[src/rtl/mips_pkg.sv]
// Shared encodings for the multicycle MIPS controller: states, opcodes and the
// datapath select codes driven by the control FSM.
package mips_pkg;

    typedef enum logic [3:0] {
        S_FETCH   = 4'd0,
        S_DECODE  = 4'd1,
        S_MEMADDR = 4'd2,
        S_MEMRD   = 4'd3,
        S_MEMWB   = 4'd4,
        S_MEMWR   = 4'd5,
        S_REXEC   = 4'd6,
        S_RWB     = 4'd7,
        S_IEXEC   = 4'd8,
        S_IWB     = 4'd9,
        S_BRANCH  = 4'd10,
        S_JUMP    = 4'd11,
        S_JAL     = 4'd12,
        S_ILLEGAL = 4'd13
    } state_t;

    localparam logic [5:0] OP_RTYPE = 6'b000000;
    localparam logic [5:0] OP_LW    = 6'b100011;
    localparam logic [5:0] OP_SW    = 6'b101011;
    localparam logic [5:0] OP_ADDI  = 6'b001000;
    localparam logic [5:0] OP_BEQ   = 6'b000100;
    localparam logic [5:0] OP_BNE   = 6'b000101;
    localparam logic [5:0] OP_J     = 6'b000010;
    localparam logic [5:0] OP_JAL   = 6'b000011;

    localparam logic [1:0] PCSRC_PC4  = 2'b00;
    localparam logic [1:0] PCSRC_BEQ  = 2'b01;
    localparam logic [1:0] PCSRC_BNE  = 2'b10;
    localparam logic [1:0] PCSRC_JUMP = 2'b11;

    localparam logic [1:0] SRCB_REGB    = 2'b00;
    localparam logic [1:0] SRCB_FOUR    = 2'b01;
    localparam logic [1:0] SRCB_IMM     = 2'b10;
    localparam logic [1:0] SRCB_IMM_SH2 = 2'b11;

    localparam logic [1:0] ALUOP_ADD   = 2'b00;
    localparam logic [1:0] ALUOP_SUB   = 2'b01;
    localparam logic [1:0] ALUOP_FUNCT = 2'b10;

    localparam logic [1:0] REGDST_RT = 2'b00;
    localparam logic [1:0] REGDST_RD = 2'b01;
    localparam logic [1:0] REGDST_RA = 2'b10;

    localparam logic [1:0] MTR_ALUOUT = 2'b00;
    localparam logic [1:0] MTR_MDR    = 2'b01;
    localparam logic [1:0] MTR_PC     = 2'b10;

    function automatic state_t decode_next(input logic [5:0] op);
        case (op)
            OP_LW, OP_SW:   return S_MEMADDR;
            OP_RTYPE:       return S_REXEC;
            OP_ADDI:        return S_IEXEC;
            OP_BEQ, OP_BNE: return S_BRANCH;
            OP_J:           return S_JUMP;
            OP_JAL:         return S_JAL;
            default:        return S_ILLEGAL;
        endcase
    endfunction

endpackage

[src/rtl/multicycle_ctrl.sv]
// Moore control FSM for a multicycle MIPS datapath; outputs decode from the
// registered state, except FETCH's IR/PC writes which qualify on MemReady.
module multicycle_ctrl
    import mips_pkg::*;
(
    input  logic       clk,
    input  logic       reset,
    input  logic [5:0] Opcode,
    input  logic       MemReady,
    output logic       PCWrite,
    output logic       PCWriteCond,
    output logic       IorD,
    output logic       MemRead,
    output logic       MemWrite,
    output logic       IRWrite,
    output logic       RegWrite,
    output logic       ALUSrcA,
    output logic [1:0] PCSource,
    output logic [1:0] ALUSrcB,
    output logic [1:0] ALUOp,
    output logic [1:0] RegDst,
    output logic [1:0] MemtoReg,
    output logic       Illegal,
    output logic [3:0] State
);

    state_t     r_state;
    state_t     w_next;
    logic [5:0] r_opcode;

    always_ff @(posedge clk or posedge reset) begin
        if (reset) begin
            r_state  <= S_FETCH;
            r_opcode <= OP_RTYPE;
        end else begin
            r_state <= w_next;
            if (r_state == S_DECODE)
                r_opcode <= Opcode;
        end
    end

    always_comb begin
        w_next = r_state;
        case (r_state)
            S_FETCH:   w_next = MemReady ? S_DECODE : S_FETCH;
            S_DECODE:  w_next = decode_next(Opcode);
            // Opcode may already be changing here; use the copy captured in DECODE.
            S_MEMADDR: w_next = (r_opcode == OP_LW) ? S_MEMRD : S_MEMWR;
            S_MEMRD:   w_next = MemReady ? S_MEMWB : S_MEMRD;
            S_MEMWB:   w_next = S_FETCH;
            S_MEMWR:   w_next = MemReady ? S_FETCH : S_MEMWR;
            S_REXEC:   w_next = S_RWB;
            S_RWB:     w_next = S_FETCH;
            S_IEXEC:   w_next = S_IWB;
            S_IWB:     w_next = S_FETCH;
            S_BRANCH:  w_next = S_FETCH;
            S_JUMP:    w_next = S_FETCH;
            S_JAL:     w_next = S_FETCH;
            S_ILLEGAL: w_next = S_FETCH;
            default:   w_next = S_FETCH;
        endcase
    end

    always_comb begin
        PCWrite     = 1'b0;
        PCWriteCond = 1'b0;
        IorD        = 1'b0;
        MemRead     = 1'b0;
        MemWrite    = 1'b0;
        IRWrite     = 1'b0;
        RegWrite    = 1'b0;
        ALUSrcA     = 1'b0;
        PCSource    = PCSRC_PC4;
        ALUSrcB     = SRCB_REGB;
        ALUOp       = ALUOP_ADD;
        RegDst      = REGDST_RT;
        MemtoReg    = MTR_ALUOUT;
        Illegal     = 1'b0;
        case (r_state)
            S_FETCH: begin
                MemRead = 1'b1;
                ALUSrcB = SRCB_FOUR;
                // Held-off while reset is asserted so no PC/IR update leaks out.
                PCWrite = MemReady & ~reset;
                IRWrite = MemReady & ~reset;
            end
            S_DECODE: ALUSrcB = SRCB_IMM_SH2;
            S_MEMADDR: begin
                ALUSrcA = 1'b1;
                ALUSrcB = SRCB_IMM;
            end
            S_MEMRD: begin
                MemRead = 1'b1;
                IorD    = 1'b1;
            end
            S_MEMWB: begin
                RegWrite = 1'b1;
                MemtoReg = MTR_MDR;
            end
            S_MEMWR: begin
                MemWrite = 1'b1;
                IorD     = 1'b1;
            end
            S_REXEC: begin
                ALUSrcA = 1'b1;
                ALUOp   = ALUOP_FUNCT;
            end
            S_RWB: begin
                RegWrite = 1'b1;
                RegDst   = REGDST_RD;
            end
            S_IEXEC: begin
                ALUSrcA = 1'b1;
                ALUSrcB = SRCB_IMM;
            end
            S_IWB: RegWrite = 1'b1;
            S_BRANCH: begin
                ALUSrcA     = 1'b1;
                ALUOp       = ALUOP_SUB;
                PCWriteCond = 1'b1;
                PCSource    = (r_opcode == OP_BNE) ? PCSRC_BNE : PCSRC_BEQ;
            end
            S_JUMP: begin
                PCWrite  = 1'b1;
                PCSource = PCSRC_JUMP;
            end
            S_JAL: begin
                PCWrite  = 1'b1;
                PCSource = PCSRC_JUMP;
                RegWrite = 1'b1;
                RegDst   = REGDST_RA;
                MemtoReg = MTR_PC;
            end
            S_ILLEGAL: Illegal = 1'b1;
            default: ;
        endcase
    end

    assign State = r_state;

endmodule

[config.mk]
export PLATFORM = sky130hd
export DESIGN_NAME = multicycle_ctrl
export DESIGN_NICKNAME = d
export VERILOG_FILES = /design/src/rtl/mips_pkg.sv /design/src/rtl/multicycle_ctrl.sv
export SDC_FILE = /design/constraint.sdc
export NUM_CORES = 1
export LEC_CHECK = 0
export BUFFER_PORTS_ARGS = -buffer_cell sky130_fd_sc_hd__buf_2
export CORE_ASPECT_RATIO = 0.8
export CORE_MARGIN = 2
export CORE_UTILIZATION = 49
export DETAILED_ROUTE_END_ITERATION = 16
export GPL_TIMING_DRIVEN = 0
export PLACE_DENSITY = 0.78
export SYNTH_ARGS = -nofsm -noshare
export SYNTH_HDL_FRONTEND = slang
export SYNTH_SLANG_ARGS = --single-unit
[constraint.sdc]
create_clock -name clk -period 1.95 [get_ports clk]
set_input_delay 0.195 -clock clk [delete_from_list [all_inputs] [get_ports clk]]
set_output_delay 0.195 -clock clk [all_outputs]
set_load 0.02 [all_outputs]
== Yosys cells after proc, flatten, opt, wreduce, memory -nomap -nowiden ==
Cells that the tools add are included.

* Equal/unequal tests: 22
* Mux-type cells: 21
* Bitwise logic cells: 2
* Reductions and logical operators: 10

{| class="wikitable"
|+ Operator list
! operator !! count
|-
| $pmux 4 s7 || 1
|-
| $eq 4x4->1 const B || 6
|-
| $pmux 4 s6 || 1
|-
| $eq 6x3->1 const B || 3
|-
| $eq 6x6->1 const B || 3
|-
| $eq 4x3->1 const B || 4
|-
| $pmux 2 s2 || 4
|-
| $eq 6x2->1 const B || 2
|-
| $reduce_or 2->1 || 6
|-
| $mux 1 || 9
|-
| $mux 3 || 3
|-
| $eq 4x2->1 const B || 2
|-
| $reduce_or 4->1 || 2
|-
| $eq 6x4->1 const B || 1
|-
| $logic_not 6->1 || 1
|-
| $pmux 2 s3 || 1
|-
| $eq 4x1->1 const B || 1
|-
| $logic_not 4->1 || 1
|-
| $mux 2 || 1
|-
| $pmux 1 s2 || 1
|-
| $and 1x1->1 || 1
|-
| $not 1->1 || 1
|}

* Register bits: 10
* Input port bits: 9

== Depth between registers and ports, before layout ==
* Depth in word-level cells: 4
* Depth in mapped cells: 5

== Worst setup path after synthesis ==
OpenSTA, ideal clock, no wires.

* Kind: reg2out
* Start point: register r_opcode[3]
* End point: output port PCSource[1]
* Data arrival time: 1.503 ns
* Data required time: 1.755 ns
* Slack: 0.252 ns
* Stages on the path, launching flop included: 5
* Cell sequence: dfrtp_1 or3b_1 nor4b_2 o211ai_1 a21boi_1

* Longest elaborated chain between the ends: 3

{| class="wikitable"
|+ Ends and longest elaborated chain
! item !! line !! RTL
|-
| start, declared || multicycle_ctrl.sv:29 || <nowiki>logic [5:0] r_opcode;</nowiki>
|-
| start signal, assigned || multicycle_ctrl.sv:38 || <nowiki>r_opcode <= Opcode;</nowiki>
|-
| $eq 6x3->1 || multicycle_ctrl.sv:121 || <nowiki>PCSource = (r_opcode == OP_BNE) ? PCSRC_BNE : PCSRC_BEQ;</nowiki>
|-
| $mux 2 || multicycle_ctrl.sv:121 ||
|-
| $pmux 2 s2 || multicycle_ctrl.sv:79 || <nowiki>case (r_state)</nowiki>
|-
| end, declared || multicycle_ctrl.sv:18 || <nowiki>output logic [1:0] PCSource,</nowiki>
|}

No other way between the ends.

== Worst setup path in the final report ==
Same ends and word-level chain as after synthesis.

==> qor.txt <==
PnR Total Power: 0.00173 W
CP max stage cell: or3b_4
Max incr delay on CP: 0.41 ns
Critical path required time: 1.75 ns
Starting Density: 0.543
Net count after synthesis: 116
Postcts setup bufs: 0
Startpoint type of the worst setup path: flip-flop
TritonCTS Buffers: 3
Wire length after detailed routing: 2330 um
Largest net degree at the start of global routing: 11
FF-to-FF setup slack: 0.49 ns
Post-Synth Adder-Cell Area: 0
Crit path to: PCSource[1]
Slew Viols, Final: 0
Max_cap viols: 0
First-pass GRT wire length: 4100 um
Die H: 42.7 um
TritonCTS clock tree: built
CP cell instances: or3b_4, nor4b_4, o211ai_1, a21boi_1, buf_4
GP Congestion: 0.851
Worst Skew: 0.0125 ns
Worst-skew pair later-pin latency: 0.27 ns
Met2 wire len: 1120 um
Tcrit/Tclk final: 0.990
Slew @ Worst Pin: 0.391 ns
Row count: 13
Placed Area: 1090 um^2
Die boundary width: 52.4 um
Slew headroom: 0.739
Layout cells sized above 1: 0.364
Post-synth cell types: 41
DRC viols: 0
Area delta synth->final: 24.8%
Xor-xnor portion of the synthesized cell area: 0.0191
Final core occ: 0.678
Metal-1 WL: 955 um
Simple-Gate Fraction of Synth Area: 0.289
Pwr/cell area: 1510 nW/um^2
Routed wl met3: 232 um
Io pins: 32
Drt via density: 5.91
Grt ovf: 0
Register area share after synthesis: 0.272
Avg WL per Cell: 14.4 um
Worst path depth: 5
Root Buffer: clkbuf_4
DR iter-0 viols: 34
Worst path bufs/invs: 1
Crit Path Max Fanout: 2
Worst min-delay path class: in2reg
Worst setup startpoint: r_opcode[3]$_DFFE_PP0P_
Post-synth top flop: dfrtp_1
# port buffers: 28
Tot GR Track Use: 0.241
CP arrival: 1.74 ns
Syn avg cell area: 8.58 um^2
Compound-Gate Fraction of Synth Area: 0.178
Min Tclk post-route: 1.93 ns
Die ar.: 2240 um^2
DR vias: 958
Final ANT Viol Nets: 0
Clock transition at path regs: 0.08 ns
# clock sinks: 10
Synthesized area: 918 um^2
Fillers: 136
Diode count: 0
Worst vdd ir: 0.807 mV
Outcome: completed
Final setup vio count: 0
Fin nets: 150
RR Endpoint: State[2]$_DFF_PP0_
Core ar.: 1690 um^2
Total Neg Setup Slack: 0 ns
Initial DRT Pass Iterations: 4
Critical path's top delay family: simple AND/OR/NAND/NOR gates
Leakage power: 0.527 nW
Initial antenna violation count: 0
Post-synthesis async set-or-reset flop share: 1.00
FMAX: 518 MHz
RSZ-0062 raised after global routing: yes
# H-tree levels: 1
Fraction of synthesized area in multiplexers: 0.108
Endpoint kind of the worst setup timing path: primary output
Synth Register Bits: 10
DP HPWL: 1770 um
Endpoints failing hold: 0
Yosys warning total: 0
Post-Syn Instances: 107
Largest family of logic cells by synthesized area: simple AND/OR/NAND/NOR gates
Cells on worst reg2reg path: 4
Finished Cell Area: 1150 um^2
Crit path kind: reg2out
Top Layer Used: met4
Post-synth EDFFs: 0
Max Root-Sink Buffers: 2
Origin of the critical flop-to-flop path: r_opcode[3]$_DFFE_PP0P_
Vias in the first global route: 883
-- worst min-delay path by stage --
stage / from / end / slack (ns) / depth (start not counted)
after floorplan: reset / State[0]$_DFF_PP0_ / 0.04 / 1
after global placement: reset / State[2]$_DFF_PP0_ / 0.19 / 2
after detailed placement: reset / State[1]$_DFF_PP0_ / 0.20 / 2
after CTS: Opcode[4] / State[1]$_DFF_PP0_ / 0.20 / 2
after global routing: Opcode[4] / State[1]$_DFF_PP0_ / 0.21 / 2
final: Opcode[4] / State[1]$_DFF_PP0_ / 0.21 / 2
-- flip-flops by register name (all words and copies together), names as in the netlist --
| name | flops |
|---|---|
| r_opcode | 6 |
| State | 4 |
-- worst reg2reg max path, cell delays in order (launching register included) --
cell and delay [ns]:
dfrtp_1 0.39, or3b_4 0.41, nor3_1 0.27, a211o_1 0.18, o211ai_1 0.08
-- per-stage QoR --
step                cells  hold slack (ns)  setup slack, ns
floorplan             107           0.0352            0.252
global placement      157            0.190            0.258
detailed placement    157            0.199            0.233
CTS                   162            0.199          0.00312
global route          162            0.211           -0.115
finish                162            0.214           0.0190
-- power breakdown --
group / switching [W] / total (W) / internal [W]
Clock: 0.0000757 / 0.000189 / 0.000113
Combinational: 0.000664 / 0.00115 / 0.000491
Sequential: 0.0000790 / 0.000384 / 0.000305
-- cells in the final DEF, fill, tap and decap left out, types with 3 or more instances in the layout --
master / n
dfrtp_1: 10
nand2b_1: 3
inv_1: 3
buf_2: 27
nor3_1: 4
nand2_1: 10
nor2_1: 13
a211oi_1: 3
a21oi_1: 4
clkbuf_4: 3
clkbuf_1: 3
mux2_2: 6
o21ai_0: 3
o211ai_1: 3
clkbuf_8: 6
buf_4: 3
-- layer usage --
| layer | up-vias | track usage |
|---|---|---|
| li1 | 451 | - |
| met1 | 455 | 0.341 |
| met2 | 46 | 0.350 |
| met3 | 6 | 0.0810 |
| met4 | 0 | 0.0615 |
| met5 | - | 0 |
-- timing repair --
action                                  in CTS  in global routing
endpoints found under the setup margin       2                  3
hold buffers                                 1                  0
pin swaps                                    1                  0
hold endpoints to repair                    10                  0
gates resized for setup                      3                  1
-- Yosys cell counts, types with 2 or more instances --
cell type  number  area share
nand2b_1        3       0.020
o211ai_1        3       0.025
and3_1          2       0.014
mux2_2          6       0.074
a21boi_1        2       0.016
buf_4           2       0.016
nand2_1        10       0.041
clkbuf_8        5       0.075
nor2_1         13       0.053
nor4b_1         2       0.019
nor3_1          4       0.022
clkbuf_1        3       0.012
mux2i_1         2       0.022
a31oi_1         2       0.014
o21ai_0         4       0.022
o22ai_1         2       0.014
inv_1           3       0.012
dfrtp_1        10        0.27
a211o_1         2       0.019
a21oi_1         4       0.022
a211oi_1        3       0.025
-- cells by family (layout without fill, tap and decap cells) --
family | count (synthesis) | after routing
and+or+nand+nor | 46 | 46
xor gates and xnor gates | 2 | 2
AOI/OAI and AO/OA | 25 | 25
DFF | 10 | 10
buffers and inverters | 15 | 48
muxes | 9 | 9
-- cell type report --
cell class,instances,area (um^2),share of cell area
inverter,4,16.3,0.0142
multi-input combinational,82,557,0.486
sequential,10,250,0.218
buffer,11,106,0.0928
tap,22,27.5,0.0240
timing repair buffer,29,153,0.133
clock buffer,4,36.3,0.0317
Note: power is estimated with default switching activity, not from simulation.
